===== config.mk =====
export PLATFORM = sky130hd
export DESIGN_NAME = uart_tx_sched
export DESIGN_NICKNAME = d
export VERILOG_FILES = /design/src/rtl/uart_pkg.sv /design/src/rtl/uart_tx_shifter.sv /design/src/rtl/uart_tx_sched.sv
export SDC_FILE = /design/constraint.sdc
export NUM_CORES = 1
export LEC_CHECK = 0
export ABC_CLOCK_PERIOD_IN_PS = 3300
export CAP_MARGIN = 30
export CORE_MARGIN = 3
export CORE_UTILIZATION = 50
export DETAILED_ROUTE_END_ITERATION = 16
export PLACE_DENSITY_LB_ADDON = 0.05
export SLEW_MARGIN = 10
export SYNTH_ARGS = -nofsm -noshare
export SYNTH_HDL_FRONTEND = slang
export SYNTH_SLANG_ARGS = --single-unit

===== constraint.sdc =====
create_clock -name clk -period 3.3 [get_ports clk]
set_clock_uncertainty 0.2 [all_clocks]
set_input_delay 0.495 -clock clk [delete_from_list [all_inputs] [get_ports clk]]
set_output_delay 0.495 -clock clk [all_outputs]
set_load 0.03 [all_outputs]

===== src/rtl/uart_pkg.sv =====
// Shared types and constants for the board UART transmit path.
// Imported by the scheduler and the frame shifter.
package uart_pkg;

    typedef enum logic [1:0] {
        IDLE,
        START,
        DATA,
        STOP
    } state_t;

    localparam logic REQ_CPU = 1'b0;
    localparam logic REQ_MON = 1'b1;

    localparam int UART_FRAME_BITS = 10;

endpackage


===== src/rtl/uart_tx_shifter.sv =====
// Frame sequencer: start bit, 8 data bits LSB-first, stop bit.
// Bit timing restarts from the load cycle, so there is no free-running tick.
module uart_tx_shifter
    import uart_pkg::*;
#(
    parameter int BAUD_DIV = 219,
    parameter int DIV_W    = 12
) (
    input  logic       clk,
    input  logic       rst,
    input  logic       load,
    input  logic [7:0] data,
    output logic       tx,
    output logic       busy
);

    localparam logic [DIV_W-1:0] RELOAD = DIV_W'(BAUD_DIV - 1);

    state_t           state;
    state_t           state_next;
    logic [DIV_W-1:0] cnt;
    logic [DIV_W-1:0] cnt_next;
    logic [2:0]       bit_idx;
    logic [2:0]       bit_next;
    logic [7:0]       shift;
    logic [7:0]       shift_next;
    logic             tx_next;
    logic             tick;

    assign tick = (cnt == '0);

    always_ff @(posedge clk or posedge rst) begin
        if (rst) begin
            state   <= IDLE;
            cnt     <= '0;
            bit_idx <= '0;
            shift   <= '0;
            tx      <= 1'b1;
        end else begin
            state   <= state_next;
            cnt     <= cnt_next;
            bit_idx <= bit_next;
            shift   <= shift_next;
            tx      <= tx_next;
        end
    end

    always_comb begin
        state_next = state;
        cnt_next   = cnt;
        bit_next   = bit_idx;
        shift_next = shift;
        unique case (state)
            IDLE: begin
                if (load) begin
                    state_next = START;
                    cnt_next   = RELOAD;
                    shift_next = data;
                end
            end
            START: begin
                if (tick) begin
                    state_next = DATA;
                    bit_next   = '0;
                    cnt_next   = RELOAD;
                end else begin
                    cnt_next = cnt - DIV_W'(1);
                end
            end
            DATA: begin
                if (tick) begin
                    shift_next = shift >> 1;
                    cnt_next   = RELOAD;
                    if (bit_idx == 3'd7) begin
                        state_next = STOP;
                    end else begin
                        bit_next = bit_idx + 3'd1;
                    end
                end else begin
                    cnt_next = cnt - DIV_W'(1);
                end
            end
            STOP: begin
                if (tick) begin
                    state_next = IDLE;
                    cnt_next   = '0;
                end else begin
                    cnt_next = cnt - DIV_W'(1);
                end
            end
            default: state_next = IDLE;
        endcase
    end

    // Line level follows the next state so tx is a clean flop output.
    always_comb begin
        tx_next = 1'b1;
        unique case (state_next)
            START:   tx_next = 1'b0;
            DATA:    tx_next = shift_next[0];
            default: tx_next = 1'b1;
        endcase
    end

    assign busy = (state != IDLE);

endmodule


===== src/rtl/uart_tx_sched.sv =====
// Round-robin arbiter between CPU and monitor byte producers
// feeding a single UART transmit shifter.
module uart_tx_sched
    import uart_pkg::*;
#(
    parameter int BAUD_DIV = 219,
    parameter int DIV_W    = 12
) (
    input  logic       clk,
    input  logic       rst,
    input  logic       en,
    input  logic       cpu_valid,
    input  logic [7:0] cpu_data,
    output logic       cpu_ready,
    input  logic       mon_valid,
    input  logic [7:0] mon_data,
    output logic       mon_ready,
    output logic       tx,
    output logic       busy
);

    // Requester that wins the next tie.
    logic       prio;
    logic       cpu_win;
    logic       mon_win;
    logic       load;
    logic [7:0] load_data;

    always_comb begin
        cpu_win = 1'b0;
        mon_win = 1'b0;
        if (!rst && en && !busy) begin
            if (cpu_valid && (!mon_valid || prio == REQ_CPU)) begin
                cpu_win = 1'b1;
            end else if (mon_valid) begin
                mon_win = 1'b1;
            end
        end
    end

    assign cpu_ready = cpu_win;
    assign mon_ready = mon_win;
    assign load      = cpu_win | mon_win;
    assign load_data = mon_win ? mon_data : cpu_data;

    always_ff @(posedge clk or posedge rst) begin
        if (rst) begin
            prio <= REQ_CPU;
        end else if (cpu_win) begin
            prio <= REQ_MON;
        end else if (mon_win) begin
            prio <= REQ_CPU;
        end
    end

    uart_tx_shifter #(
        .BAUD_DIV(BAUD_DIV),
        .DIV_W   (DIV_W)
    ) u_shifter (
        .clk (clk),
        .rst (rst),
        .load(load),
        .data(load_data),
        .tx  (tx),
        .busy(busy)
    );

endmodule


# --- Word-level counts from Yosys, hierarchy flattened ---
# Index checks and enable logic that the tools add are counted.
op_classes:
  mux: 26
  reduce_logical: 16
  bitwise: 2
  add_sub_neg: 2
  n_eq_ne: 10
op_table:
  columns: ["cell", "n"]
  rows:
  - ["12-bit 2-to-1 mux", 3]
  - ["12-bit case mux with 3 select lines", 1]
  - ["8-bit 2-to-1 mux", 3]
  - ["8-bit case mux with 2 select lines", 1]
  - ["12-bit zero test", 1]
  - ["12-bit by 1-bit subtractor with 12-bit output (second input constant)", 1]
  - ["2-bit 2-to-1 mux", 5]
  - ["3-bit 2-to-1 mux", 3]
  - ["2-bit case mux with 4 select lines", 1]
  - ["2-bit nonzero test", 4]
  - ["1-bit 2-to-1 mux", 7]
  - ["2-bit == test (second input constant)", 3]
  - ["3-bit case mux with 2 select lines", 1]
  - ["2-bit by 1-bit == test with 1-bit output (second input constant)", 2]
  - ["2-bit by 1-bit inequality test with 1-bit output (second input constant)", 2]
  - ["2-bit inequality test (second input constant)", 2]
  - ["4-bit AND reduction", 1]
  - ["3-bit by 1-bit adder with 3-bit output (second input constant)", 1]
  - ["3-bit == test (second input constant)", 1]
  - ["1-bit logical AND", 3]
  - ["1-bit zero test", 3]
  - ["3-bit AND reduction", 1]
  - ["2-bit zero test", 1]
  - ["1-bit case mux with 2 select lines", 1]
  - ["other kinds (4)", 4]
totals:
  out_inout_bits: 4
  word_cells: 63
  input_bits: 21
  reg_bits: 27

# --- Longest topological paths before layout ---
logic_depth:
  word_depth: 10
  ltp_mapped: 10
  mapped_depth_nobuf: 8

# --- Modules after synthesis ---
# From an unflattened synthesis, not the netlist that was laid out.
hier_totals:
  cells_unflattened: 178
  hier_area_um2: 1710.4
modules_own_cells:
  columns: ["mod", "cells_each", "seq_area_each_um2", "n_inst", "area_per_inst_um2"]
  rows:
  - ["uart_tx_shifter", 159, 651.9, 1, 1517.7]
  - ["uart_tx_sched", 19, 25.0, 1, 192.7]

# --- Worst setup path after synthesis ---
# OpenSTA, ideal clock, no wires.
synth_timing:
  path_type: "input -> output"
  start: "input rst"
  end: "output mon_ready"
  path_buffers: 1
  t_arrival_ns: 2.050
  path_stages: 5
  setup_slack_ns: 0.555
  required_time_ns: 2.605
  cell_sequence: "inv_1 > nand3_1 > or2_2 > clkbuf_1 > inv_1"
synth_between:
  elab_chain_len: 4
synth_rtl:
  columns: ["item", "line_no", "text"]
  rows:
  - ["start: declaration", "uart_tx_sched.sv:10", "input logic rst,"]
  - ["1-bit zero test (no line)", null, null]
  - ["1-bit logical AND (2 in series)", "uart_tx_sched.sv:32", "if (!rst && en && !busy) begin"]
  - ["1-bit 2-to-1 mux", "uart_tx_sched.sv:32", null]
  - ["end: declaration", "uart_tx_sched.sv:17", "output logic mon_ready,"]
# No other way between the ends.

# --- Final worst setup path ---
layout_timing:
  start: "register u_shifter.state[1]"
  end: "output busy"
layout_between:
  elab_chain_len: 1
layout_rtl:
  columns: ["item", "line_no", "text"]
  rows:
  - ["start: declaration", "uart_tx_shifter.sv:19", "state_t state;"]
  - ["start signal: assignment", "uart_tx_shifter.sv:40", "state <= state_next;"]
  - ["2-bit nonzero test", "uart_tx_shifter.sv:105", "assign busy = (state != IDLE);"]
  - ["end: declaration", "uart_tx_sched.sv:19", "output logic busy"]
# No other way between the ends.

==> summary.md <==
| Metric | Value |
|---|---|
| Status | `finished clean` |
| Antenna Cells | `0` |
| Placed instance area | `~2000 µm²` |
| Fin crit share | `82.9%` |
| # setup viols final | `0` |
| Startpoint types | `flip-flop` |
| Clk buf depth | `2` |
| Largest net degree at the start of global routing | `28` |
| Hold-fix buffers, CTS | `0` |
| Input/output buffers | `24` |
| Die width | `63.8 µm` |
| Worst slew pin tran | `758 ps` |
| Max_slew headroom | `slightly below 50%` |
| Routed wire length per instance | `14.7 µm` |
| Ranking of synthesized cells by area | `dfrtp_1 39%, mux2i_1 7.2%, ha_1 6.7%` |
| Filler instances | `284` |
| Clock latency on the worst-skew pair | `between 300 and 400 ps` |
| Post-synth EDFFs | `0` |
| Asr flop ratio synth | `100%` |
| Maximum VDD drop | `146 µV` |
| Clock sinks | `27` |
| Setup TNS | `0 ps` |
| DRC Markers | `0` |
| Cell count after synthesis | `approximately 180` |
| Grt ovf | `0` |
| Crit path from | `u_shifter.state[1]` |
| CTS Buf Count | `3` |
| Layout Nets | `between 200 and 250` |
| Design Area, Final | `between 1500 and 2000 µm²` |
| HPWL after DPL | `2.70 mm` |
| Avg Vias per Cell | `5.67` |
| Tot Pwr | `0.000528 W` |
| Die height | `about 64 µm` |
| Final Hold Slack | `between 300 and 400 ps` |
| DRT iter0 DRCs | `57` |
| Synth Net Count | `205` |
| CTS tree | `yes` |
| Core area | `3130 µm²` |
| Worst setup EP type | `output port` |
| Full die area | `4080 µm²` |
| Routability congestion estimate | `0.861` |
| Most frequent cell after synthesis | `dfrtp_1` |
| Register area share after synthesis | `about 40%` |
| Core Rows | `20` |
| WP data required | `2600 ps` |
| H-tree levels | `1` |
| Worst R2R Start | `u_shifter.cnt[2]` |
| Antenna Nets Post-Route | `0` |
| Initial Utilization | `53.5%` |
| DRT Wirelength | `approximately 3.6 mm` |
| HP Class | `flip-flop to flip-flop` |
| Yosys top cell by area | `dfrtp_1` |
| Post-synthesis cell type count | `44` |
| Fmax | `about 370 MHz` |
| RSZ-0062 raised after global routing | `false` |
| Area delta synth->final | `18.3%` |
| Synth top area share | `38.9%` |
| Setup Fix Bufs, Post-CTS | `0` |
| I/O pin total | `25` |
| Cell area after synthesis | `1670 µm²` |
| Synth cell count leaders | `26 x dfrtp_1, 22 x nor2_1, 15 x a21oi_1, 12 x mux2i_1, 11 x o21ai_0` |
| Clock period minus worst slack | `~2700 ps` |
| Static Leak | `around 0.86 nW` |
| Final hold violations | `0` |
| HP Start | `u_shifter.bit_idx[2]` |
| Power Dens Cells | `267 nW/µm²` |
| Setup CP Type | `flip-flop to output port` |
| Synth Warn # | `0` |
| Critical path arrival | `roughly 2000 ps` |
| Vias in the first global route | `1324` |
| Via count | `1384` |
| Yosys reg bits | `27` |
| Maxcap violations | `0` |
| Top FF cell, synth | `dfrtp_1` |
| First-pass GRT wire length | `6.02 mm` |
| PostCTS Resize Cnt | `0` |
| Initial antenna violation count | `0` |
| Global-route usage over all layers | `18.5%` |
| CP max FO | `6` |
| Worst-path clk slew | `approximately 150 ps` |
| Syn Area/Cell | `9.56 µm²` |
| Fraction of layout cells with a size suffix above 1 | `9.00%` |
| First-pass iteration count of the detailed router | `4` |
| Max-slew violations | `0` |
| Root Driver | `clkbuf_4` |
[cells in the final DEF, fill, tap and decap left out, drive strengths merged, types with 2 or more instances in the layout]
| cell type | Yosys | routed |
|---|---|---|
| dfrtp | 26 | 26 |
| nor2 | 23 | 23 |
| clkdlybuf4s50 | 0 | 22 |
| a21oi | 15 | 15 |
| mux2i | 12 | 12 |
| o21ai | 12 | 12 |
| inv | 10 | 10 |
| ha | 9 | 9 |
| nand2 | 6 | 6 |
| a2bb2oi | 6 | 6 |
| buf | 4 | 6 |
| or3 | 5 | 5 |
| xnor2 | 5 | 5 |
| nor3 | 4 | 4 |
| nor4 | 4 | 4 |
| clkbuf | 3 | 4 |
| o32a | 3 | 3 |
| nand2b | 2 | 2 |
| and2 | 2 | 2 |
| nor2b | 2 | 2 |
| a22oi | 2 | 2 |
| a31oi | 2 | 2 |
| or4 | 2 | 2 |
[area by class of cell]
type | count | area [µm²] | share of cell area, %
Inverter | 10 | 37.5 | 1.90
Clock buffer | 4 | 26.3 | 1.33
Sequential cell | 27 | 677 | 34.2
Tap cell | 44 | 55.1 | 2.78
Multi-Input combinational cell | 131 | 918 | 46.4
Timing Repair Buffer | 28 | 265 | 13.4
[worst paths after layout]
kind / slack, ps / cells after the start / end
worst max register to register: 620 / 6 / u_shifter.cnt[3]
worst min-delay path: 340 / 2 / u_shifter.bit_idx[2]
worst min register to register: 340 / 2 / u_shifter.bit_idx[2]
max in group asynchronous: 2240 / 3 / u_shifter.tx
min in group asynchronous: 360 / 3 / u_shifter.shift[2]
worst max-delay path: 560 / 4 / busy
[flip-flops by register name, indices dropped and copies added, names as in the netlist]
name and cells:
u_shifter.cnt 12, u_shifter.tx 1, u_shifter.bit_idx 3, prio 1, u_shifter.shift 8, u_shifter.state 2
[power breakdown]
part           switching (W)  total (W)  internal [W]
clock               0.000100   0.000148     0.0000474
combinational      0.0000156  0.0000432     0.0000276
sequential        0.00000220   0.000337      0.000334
total               0.000118   0.000528      0.000410
[routing by layer]
metal / wire (µm) / track usage [%] / up-vias
met3: 185 / 2.64 / 7
met5: 0 / 0 / -
li1: - / - / 686
met2: 1680 / 30.3 / 56
met4: 51 / 6.74 / 0
met1: 1680 / 24.9 / 635
[critical path, stage by stage, from the launching register on]
cell and delay, ps:
dfrtp_1 460, inv_1 110, ha_1 260, inv_1 190, clkdlybuf4s50_1 700
[per-stage QoR]
stage          utilization (%)  setup slack, ps  std cells
2_1_floorplan                -              555        175
3_5_place_dp              62.4              648        240
4_1_cts                   63.3              548        244
3_3_place_gp              62.4              725        240
6_report                  63.3              563        244
5_1_grt                   63.3              435        244
[kinds of logic (layout without fill, tap and decap cells)]
kind of cell	after synthesis	count (layout)	share of synthesized area, %
buf+inv	17	42	4.64
compound gates	49	49	19.8
flops	27	27	40.5
simple gates	54	54	17.4
mux	13	13	7.85
fa+ha+maj	9	9	6.73
xor+xnor	6	6	3.14
Note: power is estimated with default switching activity, not from simulation.
